## src/rtl/sample_fifo_pkg.sv

```systemverilog
// Shared definitions for the sample path (deserializer -> FIFO -> filter -> serializer).
// Handshake: a word transfers on every rising edge where valid and ready are both high.
package sample_fifo_pkg;

  localparam int unsigned DATA_WIDTH_DEFAULT = 24;

  typedef enum logic [1:0] {
    FIFO_EMPTY,
    FIFO_PARTIAL,
    FIFO_FULL
  } fifo_state_e;

  function automatic int unsigned clog2(input int unsigned value);
    int unsigned result;
    int unsigned v;
    result = 0;
    v = value - 1;
    while (v > 0) begin
      result = result + 1;
      v = v >> 1;
    end
    return result;
  endfunction

endpackage

```

## src/rtl/sample_fifo_mem.sv

```systemverilog
// Simple dual-port sample storage: synchronous write, asynchronous read, cleared on reset.
// Isolated so it can be replaced by a vendor RAM macro.
module sample_fifo_mem
  import sample_fifo_pkg::*;
#(
  parameter int unsigned DATA_WIDTH = DATA_WIDTH_DEFAULT,
  parameter int unsigned DEPTH      = 16,
  parameter int unsigned AW         = clog2(DEPTH)
) (
  input  logic                  clk,
  input  logic                  rst,
  input  logic                  wr_en,
  input  logic [AW-1:0]         wr_addr,
  input  logic [DATA_WIDTH-1:0] wr_data,
  input  logic [AW-1:0]         rd_addr,
  output logic [DATA_WIDTH-1:0] rd_data
);

  logic [DATA_WIDTH-1:0] mem [DEPTH];

  // Clearing on reset keeps the read port free of X before the first write.
  always_ff @(posedge clk) begin
    if (rst) begin
      for (int unsigned i = 0; i < DEPTH; i++) begin
        mem[AW'(i)] <= '0;
      end
    end else if (wr_en) begin
      mem[wr_addr] <= wr_data;
    end
  end

  assign rd_data = mem[rd_addr];

endmodule

```

## src/rtl/sample_fifo.sv

```systemverilog
// First-word-fall-through valid/ready FIFO between the deserializer and the FIR filter,
// with occupancy, almost-full and sticky overflow reporting.
module sample_fifo
  import sample_fifo_pkg::*;
#(
  parameter int unsigned DATA_WIDTH  = DATA_WIDTH_DEFAULT,
  parameter int unsigned DEPTH       = 16,
  parameter int unsigned ALMOST_FULL = 12
) (
  input  logic                       i_clk,
  input  logic                       i_rst,
  input  logic                       i_en,
  input  logic [DATA_WIDTH-1:0]      iv_din,
  input  logic                       i_din_valid,
  output logic                       o_ready,
  output logic [DATA_WIDTH-1:0]      ov_dout,
  output logic                       o_dout_valid,
  input  logic                       i_ready,
  output logic [clog2(DEPTH):0]      ov_count,
  output logic                       o_almost_full,
  output logic                       o_overflow
);

  localparam int unsigned AW = clog2(DEPTH);
  localparam int unsigned PW = AW + 1;

  logic [PW-1:0] wr_ptr, rd_ptr;
  logic [PW-1:0] wr_ptr_nxt, rd_ptr_nxt, count_nxt;
  fifo_state_e   state;
  logic          full, empty, push, pop;

  // Occupancy state is implied by the pointers; the MSB is the wrap bit.
  always_comb begin
    state = FIFO_PARTIAL;
    if (wr_ptr == rd_ptr) begin
      state = FIFO_EMPTY;
    end else if (wr_ptr[AW-1:0] == rd_ptr[AW-1:0]) begin
      state = FIFO_FULL;
    end
  end

  assign full         = (state == FIFO_FULL);
  assign empty        = (state == FIFO_EMPTY);
  assign o_ready      = i_en & ~full;
  assign o_dout_valid = i_en & ~empty;
  assign push         = i_din_valid & o_ready;
  assign pop          = o_dout_valid & i_ready;
  assign ov_count     = wr_ptr - rd_ptr;

  always_comb begin
    wr_ptr_nxt = wr_ptr + PW'(push);
    rd_ptr_nxt = rd_ptr + PW'(pop);
    count_nxt  = wr_ptr_nxt - rd_ptr_nxt;
  end

  // Almost-full registered from next-state count so it lines up with ov_count.
  always_ff @(posedge i_clk) begin
    if (i_rst) begin
      wr_ptr        <= '0;
      rd_ptr        <= '0;
      o_almost_full <= 1'b0;
      o_overflow    <= 1'b0;
    end else begin
      wr_ptr        <= wr_ptr_nxt;
      rd_ptr        <= rd_ptr_nxt;
      o_almost_full <= (count_nxt >= PW'(ALMOST_FULL));
      if (i_din_valid && i_en && full) begin
        o_overflow <= 1'b1;
      end
    end
  end

  sample_fifo_mem #(
    .DATA_WIDTH (DATA_WIDTH),
    .DEPTH      (DEPTH),
    .AW         (AW)
  ) u_mem (
    .clk     (i_clk),
    .rst     (i_rst),
    .wr_en   (push),
    .wr_addr (wr_ptr[AW-1:0]),
    .wr_data (iv_din),
    .rd_addr (rd_ptr[AW-1:0]),
    .rd_data (ov_dout)
  );

endmodule

```

## config.mk

```make
export PLATFORM = sky130hd
export DESIGN_NAME = sample_fifo
export DESIGN_NICKNAME = d
export VERILOG_FILES = /design/src/rtl/sample_fifo_pkg.sv /design/src/rtl/sample_fifo_mem.sv /design/src/rtl/sample_fifo.sv
export SDC_FILE = /design/constraint.sdc
export NUM_CORES = 1
export LEC_CHECK = 0
export CORE_ASPECT_RATIO = 0.8
export CORE_MARGIN = 10
export CORE_UTILIZATION = 49
export CTS_CLUSTER_DIAMETER = 60
export CTS_CLUSTER_SIZE = 25
export DETAILED_ROUTE_END_ITERATION = 10
export PLACE_DENSITY_LB_ADDON = 0.15
export SLEW_MARGIN = 30
export SYNTH_ARGS = -nofsm -noshare
export SYNTH_HDL_FRONTEND = slang
export SYNTH_SLANG_ARGS = --single-unit
```

## constraint.sdc

```tcl
create_clock -name i_clk -period 4.2 [get_ports i_clk]
set_input_delay 1.26 -clock i_clk [delete_from_list [all_inputs] [get_ports i_clk]]
set_output_delay 1.26 -clock i_clk [all_outputs]
set_load 0.1 [all_outputs]
```

==> results.json <==
{
  "cts_made_buffers": 30,
  "cts_tree": "done",
  "cts_sinks": 396,
  "internal-power_uw": 6250,
  "synth_warnings": 0,
  "hold_violations": 0,
  "dp_slack_ns": 0.235,
  "ys_top_cells_by_area": "edfxtp_1 (64%), mux4_2 (15%), and2_1 (13%)",
  "synth_cell_types": 35,
  "synth-edff-count": 384,
  "met3_usage": 0.0510,
  "fin_crit_sh": 0.974,
  "fillers": 2773,
  "cp_cell_sequence": "buf_16 > mux4_2 > mux4_2 > buf_12",
  "critPathCapture": "ov_dout[21]",
  "h-tree-depth": 1,
  "postSynthCellCount": 1109,
  "route.vias.total": 9647,
  "nets": 1205,
  "layout.cells.non_filler": 1671,
  "ctsHoldBuffers": 0,
  "max_freq_mhz": 244,
  "critPathMaxStageDelay_ns": 0.58,
  "slowest_stage": "mux4_2",
  "yosys.area_share.simple": 0.154,
  "grt_pass1_wl_um": 68700,
  "slew_violations": 0,
  "num_rows": 62,
  "leakage_uw": 0.00746,
  "cp.arrival_ns": 2.83,
  "max_cap_viol_count": 0,
  "grt_pass1_vias": 9725,
  "fin_tns_setup_ns": 0,
  "io_pins": 62,
  "fin_worst_skew_ns": 0.0211,
  "rsz0062_at_grt": "no",
  "synth_nets": 1151,
  "startpoint": "rd_ptr[0]",
  "reg2reg_from": "rd_ptr[1]",
  "p_sw_uw": 2190,
  "die_x_um": 235,
  "synth-compound-area-share": 0.00304,
  "synth_top_family_by_area": "simple AND/OR/NAND/NOR gates",
  "syn_area_per_cell_um2": 16.3,
  "routed_wl_um": 46800,
  "dieArea_um2": 45000,
  "clk_pin_slew_worst_paths_ns": 0.08,
  "worst_slack_ns": 0.108,
  "combPwrFrac": 0.103,
  "synth_area_leader_cell": "edfxtp_1",
  "status": "finished clean",
  "end_kind": "output pin",
  "hp-class": "register to register",
  "timing.rr.end": "o_almost_full",
  "antenna_found_initial": 6,
  "synth_top_area_frac": 0.638,
  "dominantRegCellSynth": "edfxtp_1",
  "cp.required_ns": 2.94,
  "start_util": 0.500,
  "use_met1": 0.308,
  "r2r_slack_ns": 0.76,
  "swShare": 0.260,
  "overflow": 0,
  "gr-max-usage-layer": "met1",
  "drc": 0,
  "power.density_nw_per_um2": 405,
  "post_cts_buffers": 0,
  "tightest_slew_ns": 0.985,
  "grt_use_met2": 0.305,
  "min_from": "o_overflow",
  "final_util": 0.577,
  "yosys.area_share.adder": 0.0104,
  "seqPwrFrac": 0.533,
  "postSynth.asyncResetShare": 0,
  "setup_viol": 0,
  "grt_usage": 0.207,
  "clockBufferDepth": 3,
  "maxSlewHeadroom": 0.342,
  "fin_crit_ns": 4.09,
  "gp_congestion": 0.781,
  "drtAntennaViolNets": 0,
  "grt_max_degree": 39,
  "synth_mux_area_frac": 0.149,
  "yosys_register_bits": 396,
  "coreArea_um2": 36100,
  "clkPwrFrac": 0.365,
  "firstDrtPassIters": 5,
  "clkLatencyLatePin_ns": 0.59,
  "irDropWorstVdd_mv": 0.376,
  "synth_xor_area_frac": 0.00726,
  "portBuffers": 61,
  "first_iter_violations": 1022,
  "cpMostUsedCell": "mux4_2",
  "worstPathMaxFanout": 34,
  "cp-start-kind": "register",
  "dp_hpwl_um": 27100,
  "area_delta_synth_final_pct": 15.4,
  "reg2reg_depth": 13,
  "drive_above_1_share": 0.245,
  "p_total_uw": 8440,
  "routed_via_density": 5.77,
  "clock-root-buffer": "clkbuf_16",
  "die_y_um": 192,
  "place_inst": 1610,
  "path_class": "register to output pin",
  "netlist_area_um2": 18100,
  "seq_area_frac_synth": 0.651,
  "routedWlPerCell_um": 28.0
}
==> kinds of logic (layout without fill, tap and decap cells) <==
kind of cell               count (synthesis)  count (layout)
xor gates and xnor gates                  15              15
adders and majority gates                 14              14
DFF                                      396             396
and+or+nand+nor                          454             454
muxes                                    120             120
buffers and inverters                    101             179
AOI/OAI and AO/OA                          9               9
other                                      0               4
==> sequential cells by signal, indices dropped and copies added (netlist names) <==
signal	cells
o_almost_full	1
o_overflow	1
rd_ptr	5
u_mem.mem	384
wr_ptr	5
==> synth_stat cells (4+ instances only) <==
cell type    n
a21oi_1      4
and2_1     386
buf_2       11
buf_8        4
clkbuf_1    70
dfxtp_1     12
edfxtp_1   384
ha_1        11
inv_1       10
mux4_2     120
nand2_1      6
nand3_1      6
nor2_1      19
nor2b_1      6
nor3_2       4
or2_2       14
xnor2_1      8
xor2_1       7
==> timing repair <==
action / in CTS / in global routing
endpoints found under the hold margin: 0 / 0
setup endpoints to repair: 0 / 3
resized for setup: 0 / 2
==> through the flow <==
step	hold slack (ns)	area [um2]
final	0.511	20900
after global placement	0.476	19700
after floorplan	0.527	18100
after detailed placement	0.497	19700
after CTS	0.513	20800
after global routing	0.532	20900
==> layout make-up <==
type / count / area (um2) / area share
diodes: 4 / 10.0 / 0.000480
clock buffers: 33 / 783 / 0.0375
clock inverters: 23 / 285 / 0.0137
inverters: 12 / 45.0 / 0.00216
multi-input cells: 612 / 5930 / 0.284
flip-flops and latches: 396 / 11800 / 0.565
well taps: 480 / 601 / 0.0288
repair buffers: 111 / 1430 / 0.0685
==> critical path: cells and delay by family (launching register included) <==
| family | cells | cell delay (ns) |
|---|---|---|
| buffers and inverters | 2 | 0.51 |
| flip-flops | 1 | 0.57 |
| multiplexers | 2 | 1.11 |
==> layer usage <==
layer  vias to the layer above  routed length (um)
met2                       361               20800
met3                        50                3990
li1                       4199                   -
met5                         -                  22
met4                         4                 828
met1                      5033               21200
==> worst min path at each step <==
stage / endpoint / depth (start not counted)
floorplan: wr_ptr[4] / 2
global placement: o_overflow / 2
detailed placement: o_overflow / 2
CTS: o_overflow / 2
global route: o_overflow / 2
finish: o_overflow / 2
==> cell usage in the layout, fill, tap and decap left out, types with 7 or more instances in the layout <==
master,count
or2_2,13
dfxtp_1,9
edfxtp_1,384
xnor2_1,7
inv_1,10
nor2_1,11
nor2_2,8
ha_1,11
clkbuf_16,32
clkdlybuf4s50_1,30
mux4_2,120
buf_4,41
clkinv_8,7
buf_12,37
and2_1,386
==> power by group through the flow <==
stage                     sequential (uW)  clock (uW)  combinational [uW]
after detailed placement             4580           0                 868
after CTS                            4490        3130                 870
final                                4490        3080                 866
after global placement               4580           0                 865
after floorplan                      4570           0                 538
after global routing                 4510        3280                 907
Power figures use the tool's default switching activity.
